--- src/rtl/if_fetch_stage_if.sv ---
// if_fetch_stage_if
//   Bundles the instruction-memory request/response channel and the IF/ID
//   valid/ready channel of the fetch stage.
//   master : the fetch stage (drives request, IF/ID entry)
//   slave  : the memory/decode side (drives ready, response, decode ready)
//   Signals:
//     imem_req_valid / imem_req_ready / imem_addr  fetch request
//     imem_rsp_valid / imem_rsp_data               fetch response (1-cycle strobe)
//     id_valid / id_ready / id_pc / id_instr       IF/ID head entry
interface if_fetch_stage_if #(
  parameter int ADDR_W  = 64,
  parameter int INSTR_W = 32
);
  logic               imem_req_valid;
  logic               imem_req_ready;
  logic [ADDR_W-1:0]  imem_addr;
  logic               imem_rsp_valid;
  logic [INSTR_W-1:0] imem_rsp_data;
  logic               id_valid;
  logic               id_ready;
  logic [ADDR_W-1:0]  id_pc;
  logic [INSTR_W-1:0] id_instr;

  modport master (
    output imem_req_valid, imem_addr, id_valid, id_pc, id_instr,
    input  imem_req_ready, imem_rsp_valid, imem_rsp_data, id_ready
  );

  modport slave (
    input  imem_req_valid, imem_addr, id_valid, id_pc, id_instr,
    output imem_req_ready, imem_rsp_valid, imem_rsp_data, id_ready
  );
endinterface

--- src/rtl/if_fetch_stage.sv ---
// if_fetch_stage
//   Instruction fetch stage sitting behind the PC stage. Latches the current
//   PC into a registered memory request, buffers returned words in a small
//   IF/ID FIFO and hands {pc, instr} pairs to decode. A flush (redirect)
//   discards the FIFO and any in-flight fetch.
// Ports:
//   clk, rst_n   clock, synchronous active-low reset
//   pc           current PC from the PC stage
//   pc_advance   1-cycle pulse when the fetch at pc is accepted by memory
//   flush        redirect/squash
//   bus          if_fetch_stage_if.master (imem request/response, IF/ID)
// Optional build macro IF_PERF_CNT_EN adds saturating counters:
//   perf_fetch_cnt  committed FIFO pushes
//   perf_stall_cnt  cycles with id_valid=0 and no flush
//
// state | meaning
// IDLE  | no request; issue once a FIFO slot is free
// REQ   | request on imem port, address held until accepted
// WAIT  | request accepted, waiting for the response strobe
module if_fetch_stage #(
  parameter int ADDR_W     = 64,
  parameter int INSTR_W    = 32,
  parameter int FIFO_DEPTH = 2
) (
  input  logic              clk,
  input  logic              rst_n,
  input  logic [ADDR_W-1:0] pc,
  output logic              pc_advance,
  input  logic              flush,
  if_fetch_stage_if.master  bus
`ifdef IF_PERF_CNT_EN
  ,
  output logic [31:0]       perf_fetch_cnt,
  output logic [31:0]       perf_stall_cnt
`endif
);

  localparam int PTR_W   = $clog2(FIFO_DEPTH);
  localparam int CNT_W   = PTR_W + 1;
  localparam int ENTRY_W = ADDR_W + INSTR_W;
  localparam logic [CNT_W-1:0] DEPTH_C = CNT_W'(FIFO_DEPTH);

  typedef enum logic [1:0] {IDLE, REQ, WAIT} state_t;

  state_t             state, state_nxt;
  logic [ADDR_W-1:0]  addr_q, addr_nxt;
  logic               drop, drop_nxt;
  logic               push, pop;

  logic [ENTRY_W-1:0] mem [FIFO_DEPTH];
  logic [PTR_W-1:0]   wr_ptr, rd_ptr;
  logic [CNT_W-1:0]   count;
  logic [ENTRY_W-1:0] head;

  // A new fetch is only started from IDLE, where nothing is outstanding, so
  // a free FIFO slot is enough to reserve room for its response.
  always_comb begin
    state_nxt  = state;
    addr_nxt   = addr_q;
    drop_nxt   = drop;
    push       = 1'b0;
    pc_advance = 1'b0;
    unique case (state)
      IDLE: begin
        if (!flush && (count < DEPTH_C)) begin
          state_nxt = REQ;
          addr_nxt  = pc;
        end
      end
      REQ: begin
        if (bus.imem_req_ready) begin
          // accepted request is committed; a flush only marks it for discard
          state_nxt  = WAIT;
          pc_advance = !flush;
          drop_nxt   = flush;
        end else if (flush) begin
          state_nxt = IDLE;
        end
      end
      WAIT: begin
        if (bus.imem_rsp_valid) begin
          push      = !drop && !flush;
          drop_nxt  = 1'b0;
          state_nxt = IDLE;
        end else if (flush) begin
          drop_nxt = 1'b1;
        end
      end
      default: state_nxt = IDLE;
    endcase
  end

  assign pop = bus.id_valid && bus.id_ready && !flush;

  always_ff @(posedge clk) begin
    if (!rst_n) begin
      state  <= IDLE;
      addr_q <= '0;
      drop   <= 1'b0;
      wr_ptr <= '0;
      rd_ptr <= '0;
      count  <= '0;
    end else begin
      state  <= state_nxt;
      addr_q <= addr_nxt;
      drop   <= drop_nxt;
      if (flush) begin
        wr_ptr <= '0;
        rd_ptr <= '0;
        count  <= '0;
      end else begin
        if (push) wr_ptr <= wr_ptr + PTR_W'(1);
        if (pop)  rd_ptr <= rd_ptr + PTR_W'(1);
        case ({push, pop})
          2'b10:   count <= count + CNT_W'(1);
          2'b01:   count <= count - CNT_W'(1);
          default: count <= count;
        endcase
      end
    end
  end

  // Storage needs no reset: head outputs are gated by id_valid.
  always_ff @(posedge clk) begin
    if (push) mem[wr_ptr] <= {addr_q, bus.imem_rsp_data};
  end

  assign head               = mem[rd_ptr];
  assign bus.imem_req_valid = (state == REQ);
  assign bus.imem_addr      = addr_q;
  assign bus.id_valid       = (count != '0);
  assign bus.id_pc          = bus.id_valid ? head[ENTRY_W-1:INSTR_W] : '0;
  assign bus.id_instr       = bus.id_valid ? head[INSTR_W-1:0] : '0;

`ifdef IF_PERF_CNT_EN
  always_ff @(posedge clk) begin
    if (!rst_n) begin
      perf_fetch_cnt <= '0;
      perf_stall_cnt <= '0;
    end else begin
      if (push && (perf_fetch_cnt != '1))
        perf_fetch_cnt <= perf_fetch_cnt + 32'd1;
      if (!bus.id_valid && !flush && (perf_stall_cnt != '1))
        perf_stall_cnt <= perf_stall_cnt + 32'd1;
    end
  end
`endif

endmodule

--- src/flat_wrapper.sv ---
// flat-port wrapper written by rule: the top's interface ports become plain ports
module if_fetch_stage_flat 
#(
  parameter int ADDR_W     = 64,
  parameter int INSTR_W    = 32,
  parameter int FIFO_DEPTH = 2
)
  (clk, rst_n, pc, pc_advance, flush, bus_imem_req_valid, bus_imem_addr, bus_id_valid, bus_id_pc, bus_id_instr, bus_imem_req_ready, bus_imem_rsp_valid, bus_imem_rsp_data, bus_id_ready);
  if_fetch_stage_if #(.ADDR_W(ADDR_W), .INSTR_W(INSTR_W)) bus_i ();
  input  logic clk;
  input  logic rst_n;
  input  logic [ADDR_W-1:0] pc;
  output logic pc_advance;
  input  logic flush;
  output wire logic [$bits(bus_i.imem_req_valid)-1:0] bus_imem_req_valid;
  output wire logic [$bits(bus_i.imem_addr)-1:0] bus_imem_addr;
  output wire logic [$bits(bus_i.id_valid)-1:0] bus_id_valid;
  output wire logic [$bits(bus_i.id_pc)-1:0] bus_id_pc;
  output wire logic [$bits(bus_i.id_instr)-1:0] bus_id_instr;
  input wire logic [$bits(bus_i.imem_req_ready)-1:0] bus_imem_req_ready;
  input wire logic [$bits(bus_i.imem_rsp_valid)-1:0] bus_imem_rsp_valid;
  input wire logic [$bits(bus_i.imem_rsp_data)-1:0] bus_imem_rsp_data;
  input wire logic [$bits(bus_i.id_ready)-1:0] bus_id_ready;
  assign bus_imem_req_valid = bus_i.imem_req_valid;
  assign bus_imem_addr = bus_i.imem_addr;
  assign bus_id_valid = bus_i.id_valid;
  assign bus_id_pc = bus_i.id_pc;
  assign bus_id_instr = bus_i.id_instr;
  assign bus_i.imem_req_ready = bus_imem_req_ready;
  assign bus_i.imem_rsp_valid = bus_imem_rsp_valid;
  assign bus_i.imem_rsp_data = bus_imem_rsp_data;
  assign bus_i.id_ready = bus_id_ready;
  if_fetch_stage #(.ADDR_W(ADDR_W), .INSTR_W(INSTR_W), .FIFO_DEPTH(FIFO_DEPTH)) u_core (.clk(clk), .rst_n(rst_n), .pc(pc), .pc_advance(pc_advance), .flush(flush), .bus(bus_i));
endmodule
--- config.mk ---
export PLATFORM = sky130hd
export DESIGN_NAME = if_fetch_stage_flat
export DESIGN_NICKNAME = d
export VERILOG_FILES = /design/src/rtl/if_fetch_stage_if.sv /design/src/rtl/if_fetch_stage.sv /design/src/flat_wrapper.sv
export SDC_FILE = /design/constraint.sdc
export NUM_CORES = 1
export LEC_CHECK = 0
export CAP_MARGIN = 20
export CORE_MARGIN = 4
export CORE_UTILIZATION = 48
export DETAILED_ROUTE_END_ITERATION = 10
export GPL_TIMING_DRIVEN = 0
export PLACE_DENSITY_LB_ADDON = 0.2
export SYNTH_ARGS = -nofsm -noshare
export SYNTH_HDL_FRONTEND = slang
export SYNTH_SLANG_ARGS = --single-unit
export TNS_END_PERCENT = 50
--- constraint.sdc ---
create_clock -name clk -period 11.7 [get_ports clk]
set_input_delay 2.34 -clock clk [delete_from_list [all_inputs] [get_ports clk]]
set_output_delay 2.34 -clock clk [all_outputs]
set_load 0.02 [all_outputs]
==> impl_metrics.ini, run 1 <==
[synthesis]
async_flop_share_pct = 0
syn-num-nets = 838
ys_seq_elements = 264
synth-edff-count = 192
ys_seq_area_share_pct = 70.3
synth_cells = 735
ys.flop_type = edfxtp_1
yosys-top-cells-area = edfxtp_1 56%, dfxtp_1 14%, mux2i_1 9.6%, a21boi_2 6.6%, nand2_1 4.8%
yosysTopAreaCell = edfxtp_1
synth_warnings = 0
synth_common_cells = 192 x edfxtp_1, 131 x nand2_1, 103 x nor2_1
syn_avg_cell_area_um2 = 14.0
yosysMostFrequentCell = edfxtp_1
yosysTopAreaCellShare_pct = 56.2
syn_area_um2 = 10300
yosys.cell_types.count = 28

[timing]
fin_crit_sh_pct = 52.0
hold_violations = 0
fin_setup_tns_ps = 0
min_period_ps = 6090
rsz0062_at_grt = no
setup_violations = 0
relSlewSlack_pct = 32.7
finClkSkew_ps = 9.26
tightest_slew_ps = 1000
max_freq_mhz = 164
drv_slew = 0

[grt]
gr-usage-met2_pct = 32.5
grt_usage_pct = 19.4
grt_pass1_vias = 6665
grt_overflow_total = 0
antenna_found_initial = 0
grt_max_degree = 31
grt-busiest-layer = met2
grt_use_met3_pct = 5.76
grt_pass1_wl_mm = 36.4
met1_usage_pct = 24.4

[run]
max-cap-violations = 0

[critical_path]
arrival_ps = 3750
cpMaxStageDelayCell = clkdlybuf4s50_1
setup.worst_path.end = pc_advance
critPathMaxFanout = 2
r2r-end = u_core.mem[0][27]$_DFFE_PP_
worstSetupPathType = input port to output pin
cpPeakStageDelay_ps = 650
timing.rr.start = u_core.state[1]$_SDFFE_PN0P_
worstSetupStartpointType = input port
worstSetupEndpointType = output pin
path_cells = clkdlybuf4s50_1 > nand2_1 > nor3_1 > clkdlybuf4s50_1
rr_worst_depth = 7
rrSetupSlack_ps = 9250
crit_required_ps = 9360
critPathLaunch = bus_imem_req_ready
crit_top_cell = clkdlybuf4s50_1

[clock_tree]
cts_buffers = 27
post_cts_buffers = 0
cts_tree = done
cts.sinks = 264
cts_resized = 0
ctsHoldBuffers = 0
clock_latency_ps = 520
cts_max_path_buffers = 3
clk_pin_slew_ps = 60
cts-root-buf = clkbuf_16
htreeDepth = 1

[floorplanning]
die_y_um = 154
start_util_pct = 48.8
ios = 265
core_um2 = 21000
dieWidth_um = 154
rows = 53
die-area_um2 = 23800

[layout]
stdcell_count = 1327
num_antenna_cells = 0
area_delta_synth_final_pct = 40.5
nets = 1135
fillCellCount = 1527
drive_gt1_share_pct = 13.7

[drt]
routed_via_density = 4.96
vias = 6585
drt_iter0_markers = 222
antenna_left = 0
drc = 0
wirelength_mm = 23.8
drt_first_pass_iters = 6
detail_route.wl_per_cell_um = 17.9

[place]
io_buffer_count = 262
dp.cells = 1278
dp_hpwl_mm = 16.2
gp_congestion = 0.759

[pwr]
p_switching_mw = 0.427
clkPwrFrac_pct = 45.6
p_comb_share_pct = 6.7
switching_share_pct = 19.7
peakVddDrop_mv = 0.108
pwr-share-seq_pct = 47.6
intPower_mw = 1.74
total_power_mw = 2.17
p_leak_nw = 4.80
p_per_area_nw_per_um2 = 151

[min_path]
min_path_type = flop to flop
min_path_cells = 0
hold_start = u_core.bus.imem_addr[3]$_SDFFE_PN0P_

[status]
status = finished clean
-- registers in the layout, summed over array words and instances, names as in the netlist, named ones only --
register,count
u_core.wr_ptr,1
u_core.mem,192
u_core.state,2
u_core.drop,1
u_core.bus.imem_addr,64
u_core.count,2
u_core.rd_ptr,1
-- through the flow --
stage | hold WS, ps | setup WS (ps) | util [%] | cell area [µm²]
finish | 480 | 5610 | 68.5 | 14400
global route | 493 | 5580 | 68.5 | 14400
CTS | 478 | 5610 | 68.5 | 14400
detailed placement | 466 | 5610 | 63.6 | 13400
global placement | 455 | 1110 | 62.9 | 13200
floorplan | 463 | 4000 | - | 10300
-- logic make-up (layout without fill, tap and decap cells) --
group,count (synthesis),after routing,share of synthesized area (%)
flip-flops,264,264,70.3
buffers and inverters,50,367,2.99
AO/OA/AOI/OAI,72,72,7.29
multiplexers,98,98,9.56
adder cells (fa/ha/maj),1,1,0.122
AND/OR/NAND/NOR,247,247,9.53
XOR/XNOR,3,3,0.256
-- metal layers --
| layer | vias to the layer above | share of wire [%] |
|---|---|---|
| li1 | 3175 | - |
| met5 | - | 0 |
| met3 | 46 | 8.2 |
| met4 | 0 | 2.9 |
| met2 | 225 | 47 |
| met1 | 3139 | 42 |
-- layout make-up --
class | instances | area (µm²) | area share, %
Sequential cell | 264 | 7210 | 50.0
Clock buffer | 33 | 738 | 5.12
Tap cell | 275 | 344 | 2.39
Clock inverter | 16 | 310 | 2.15
Inverter | 4 | 15.0 | 0.104
Multi-Input combinational cell | 421 | 2760 | 19.2
Buffer | 46 | 292 | 2.02
Timing Repair Buffer | 268 | 2740 | 19.0
-- worst max-delay path, delay by kind of cell --
| family | cells | cell delay, ps |
|---|---|---|
| AND/OR/NAND/NOR | 2 | 280 |
| buffers and inverters | 2 | 1130 |
-- power groups by stage --
stage,combinational (mW),clock [mW],sequential [mW]
after CTS,0.148,1.01,1.03
after floorplan,0.0516,0,1.07
after global routing,0.156,1.05,1.04
final,0.146,0.991,1.03
after detailed placement,0.147,0,1.05
after global placement,0.145,0,1.05
-- cells in the final DEF, fill, tap and decap left out, drive strengths merged, types with 4 or more instances in the layout --
| cell type | n |
|---|---|
| a21boi | 64 |
| buf | 36 |
| bufinv | 9 |
| clkbuf | 49 |
| clkdlybuf4s50 | 262 |
| clkinv | 5 |
| dfxtp | 72 |
| edfxtp | 192 |
| inv | 5 |
| mux2i | 98 |
| nand2 | 131 |
| nor2 | 103 |
| o21ai | 4 |
-- worst min path at each step --
stage / to
after floorplan: u_core.wr_ptr$_SDFFE_PP0N_
after global placement: u_core.mem[0][36]$_DFFE_PP_
after detailed placement: u_core.mem[0][44]$_DFFE_PP_
after CTS: u_core.mem[1][38]$_DFFE_PP_
after global routing: u_core.mem[1][43]$_DFFE_PP_
final: u_core.mem[1][35]$_DFFE_PP_
Power figures use the tool's default switching activity.
==> run 2: changes to the inputs <==
Clock period 11.7 ns to 6 ns, I/O delays scaled along.
==> results of run 2 <==
Same layout as run 1 (identical final DEF). Status: finished clean.
Main changes from that run: setup slack after placement 5610 ps -> 2190 ps; setup slack after layout 5610 ps -> 1780 ps; start point of the critical path bus_imem_req_ready -> u_core.count[1]$_SDFFE_PP0P_; end point of the critical path pc_advance -> bus_id_pc[19]; register-to-register setup slack 9250 ps -> 3550 ps; total power 2.17 mW -> 4.23 mW; worst IR drop on VDD 0.108 mV -> 0.210 mV
==> run 3: changes to the inputs <==
Settings changed: CORE_UTILIZATION 48 to 44.
Clock period 6 ns to 3.4 ns, I/O delays scaled along.
==> run 3 against run 2 <==
Final area is essentially flat. Highest routed layer is now met5. Clock-buffer cell count stayed put. Largest cell class unchanged. Sequential share of layout area hardly changed. Sequential power rose by 76%. Worst hold slack lost 4.3 ps.
==> impl_metrics.ini, run 3 (synthesis gave the netlist of run 1 again) <==
[floorplanning]
die-area_um2 = 25800
start_util_pct = 45.0
ios = 265
rows = 55
die_y_um = 161
core_um2 = 22800
dieWidth_um = 161

[timing]
setup_violations = 0
rsz0062_at_grt = no
min_period_ps = 3210
drv_slew = 0
finClkSkew_ps = 19.4
fin_crit_sh_pct = 94.6
whs_ps = 476
relSlewSlack_pct = 32.6
tightest_slew_ps = 1000
hold_violations = 0
max_freq_mhz = 311

[drt]
drc = 0
wirelength_mm = 24.1
detail_route.wl_per_cell_um = 17.6
routed_via_density = 4.76
vias = 6518
drt_first_pass_iters = 4
antenna_left = 0
drt_iter0_markers = 284

[place]
dp_hpwl_mm = 16.7
io_buffer_count = 262
gp_congestion = 0.762
dp.cells = 1318
post_dp_cell_area_um2 = 13500

[critical_path]
timing.rr.start = u_core.state[1]$_SDFFE_PN0P_
arrival_ps = 2530
cpMaxStageDelayCell = clkdlybuf4s50_1
path_cells = clkbuf_1 > buf_6 > buf_2 > mux2i_1 > nor2_1 > clkdlybuf4s50_1
cp_top_family = buffers and inverters
rr_worst_depth = 7
critPathMaxFanout = 10
worstSetupPathType = flop to output pin
crit_required_ps = 2720
path_buf_inv = 4
cpPeakStageDelay_ps = 550
crit_cells = 6
worstSetupEndpointType = output pin
worstSetupStartpointType = flop

[pwr]
p_switching_mw = 1.50
pwr-share-seq_pct = 50.9
p_per_area_nw_per_um2 = 486
clkPwrFrac_pct = 41.9
p_comb_share_pct = 7.2
peakVddDrop_mv = 0.439
total_power_mw = 6.99
p_leak_nw = 4.75
intPower_mw = 5.49
switching_share_pct = 21.4

[layout]
final_common_cell = clkdlybuf4s50_1
largest_register_ff_count = 192
fillCellCount = 1797
final_util_pct = 63.2
seq_area_um2 = 7210
multi_input_area_um2 = 2770
num_antenna_cells = 0
area_delta_synth_final_pct = 40.3
largest-register = u_core.mem
final_cell_mix = 262 x clkdlybuf4s50_1, 192 x edfxtp_1, 131 x nand2_1
stdcell_count = 1370
nets = 1138
drive_gt1_share_pct = 14.0
stdcell_area_um2 = 14400

[grt]
grt_pass1_vias = 6599
grt_overflow_total = 0
grt_usage_pct = 18.3
grt_pass1_wl_mm = 37.3
antenna_found_initial = 1
grt_max_degree = 27

[clock_tree]
cts_tree = done
htreeDepth = 1
ctsHoldBuffers = 0
post_cts_buffers = 0
cts.sinks = 264
cts_buffers = 28
clk_pin_slew_ps = 60
cts_max_path_buffers = 3
cts-root-buf = clkbuf_16
clock_latency_ps = 530

[min_path]
hold_start = u_core.bus.imem_addr[39]$_SDFFE_PN0P_
min_path_type = flop to flop
min_path_cells = 0

[status]
status = finished clean

[run]
max-cap-violations = 0
==> run 3: cell count changes in the layout (fill, tap and decap cells not counted), moves of 2 or more <==
cell	change
clkbuf_16	+2
clkinv_2	+5
clkinvlp_4	+3
buf_12	-2
clkbuf_1	+2
buf_16	+4
clkbuf_8	-4
clkinv_1	+2
bufinv_16	-7
clkbuf_4	+2
buf_1	-2
==> run 3: timing repair <==
| action | CTS | global route |
|---|---|---|
| pin swaps | 0 | 0 |
| setup endpoints to repair | 80 | 38 |
| gates resized for setup | 4 | 4 |
==> run 3: per-stage QoR <==
stage	setup TNS (ps)	worst slack, ps
global placement	-578730	-3030
floorplan	-197810	-1030
global route	0	5.70
detailed placement	0	157
CTS	0	19.5
finish	0	185
==> run 3: worst reg2reg max path, stage by stage (launching register included) <==
cell and delay, ps:
dfxtp_1 310, buf_2 200, nand2_1 100, or4_1 410
clkbuf_1 210, nor2_4 510, buf_12 270, buf_12 210
==> run 3: area by class of cell <==
| type | instances | area share, % |
|---|---|---|
| Tap cell | 313 | 2.72 |
| Buffer | 46 | 2.12 |
| Multi-Input combinational cell | 421 | 19.2 |
| Clock inverter | 19 | 1.09 |
| Clock buffer | 33 | 5.14 |
| Sequential cell | 264 | 50.1 |
| Inverter | 4 | 0.104 |
| Timing Repair Buffer | 270 | 19.5 |
==> run 3: path summary, 6_finish.rpt <==
kind                            slack [ps]                     endpoint
worst max-delay path                   190             bus_id_instr[22]
worst min-delay path                   480  u_core.mem[1][71]$_DFFE_PP_
worst max register to register         840  u_core.mem[0][23]$_DFFE_PP_
worst min register to register         480  u_core.mem[1][71]$_DFFE_PP_
==> run 3: power by group through the flow <==
stage | Sequential, mW | Clock, mW | Combinational, mW
global placement | 3.62 | 0 | 0.503
detailed placement | 3.63 | 0 | 0.510
floorplan | 3.67 | 0 | 0.178
CTS | 3.56 | 2.99 | 0.514
finish | 3.56 | 2.93 | 0.506
global route | 3.57 | 3.13 | 0.543
==> run 3: routing by layer <==
metal / wire [µm] / up-vias / GRT usage, %
li1: - / 3185 / -
met1: 10100 / 3106 / 23.2
met2: 11600 / 194 / 30.8
met3: 1910 / 31 / 5.75
met4: 488 / 2 / 4.58
met5: 13 / - / 0
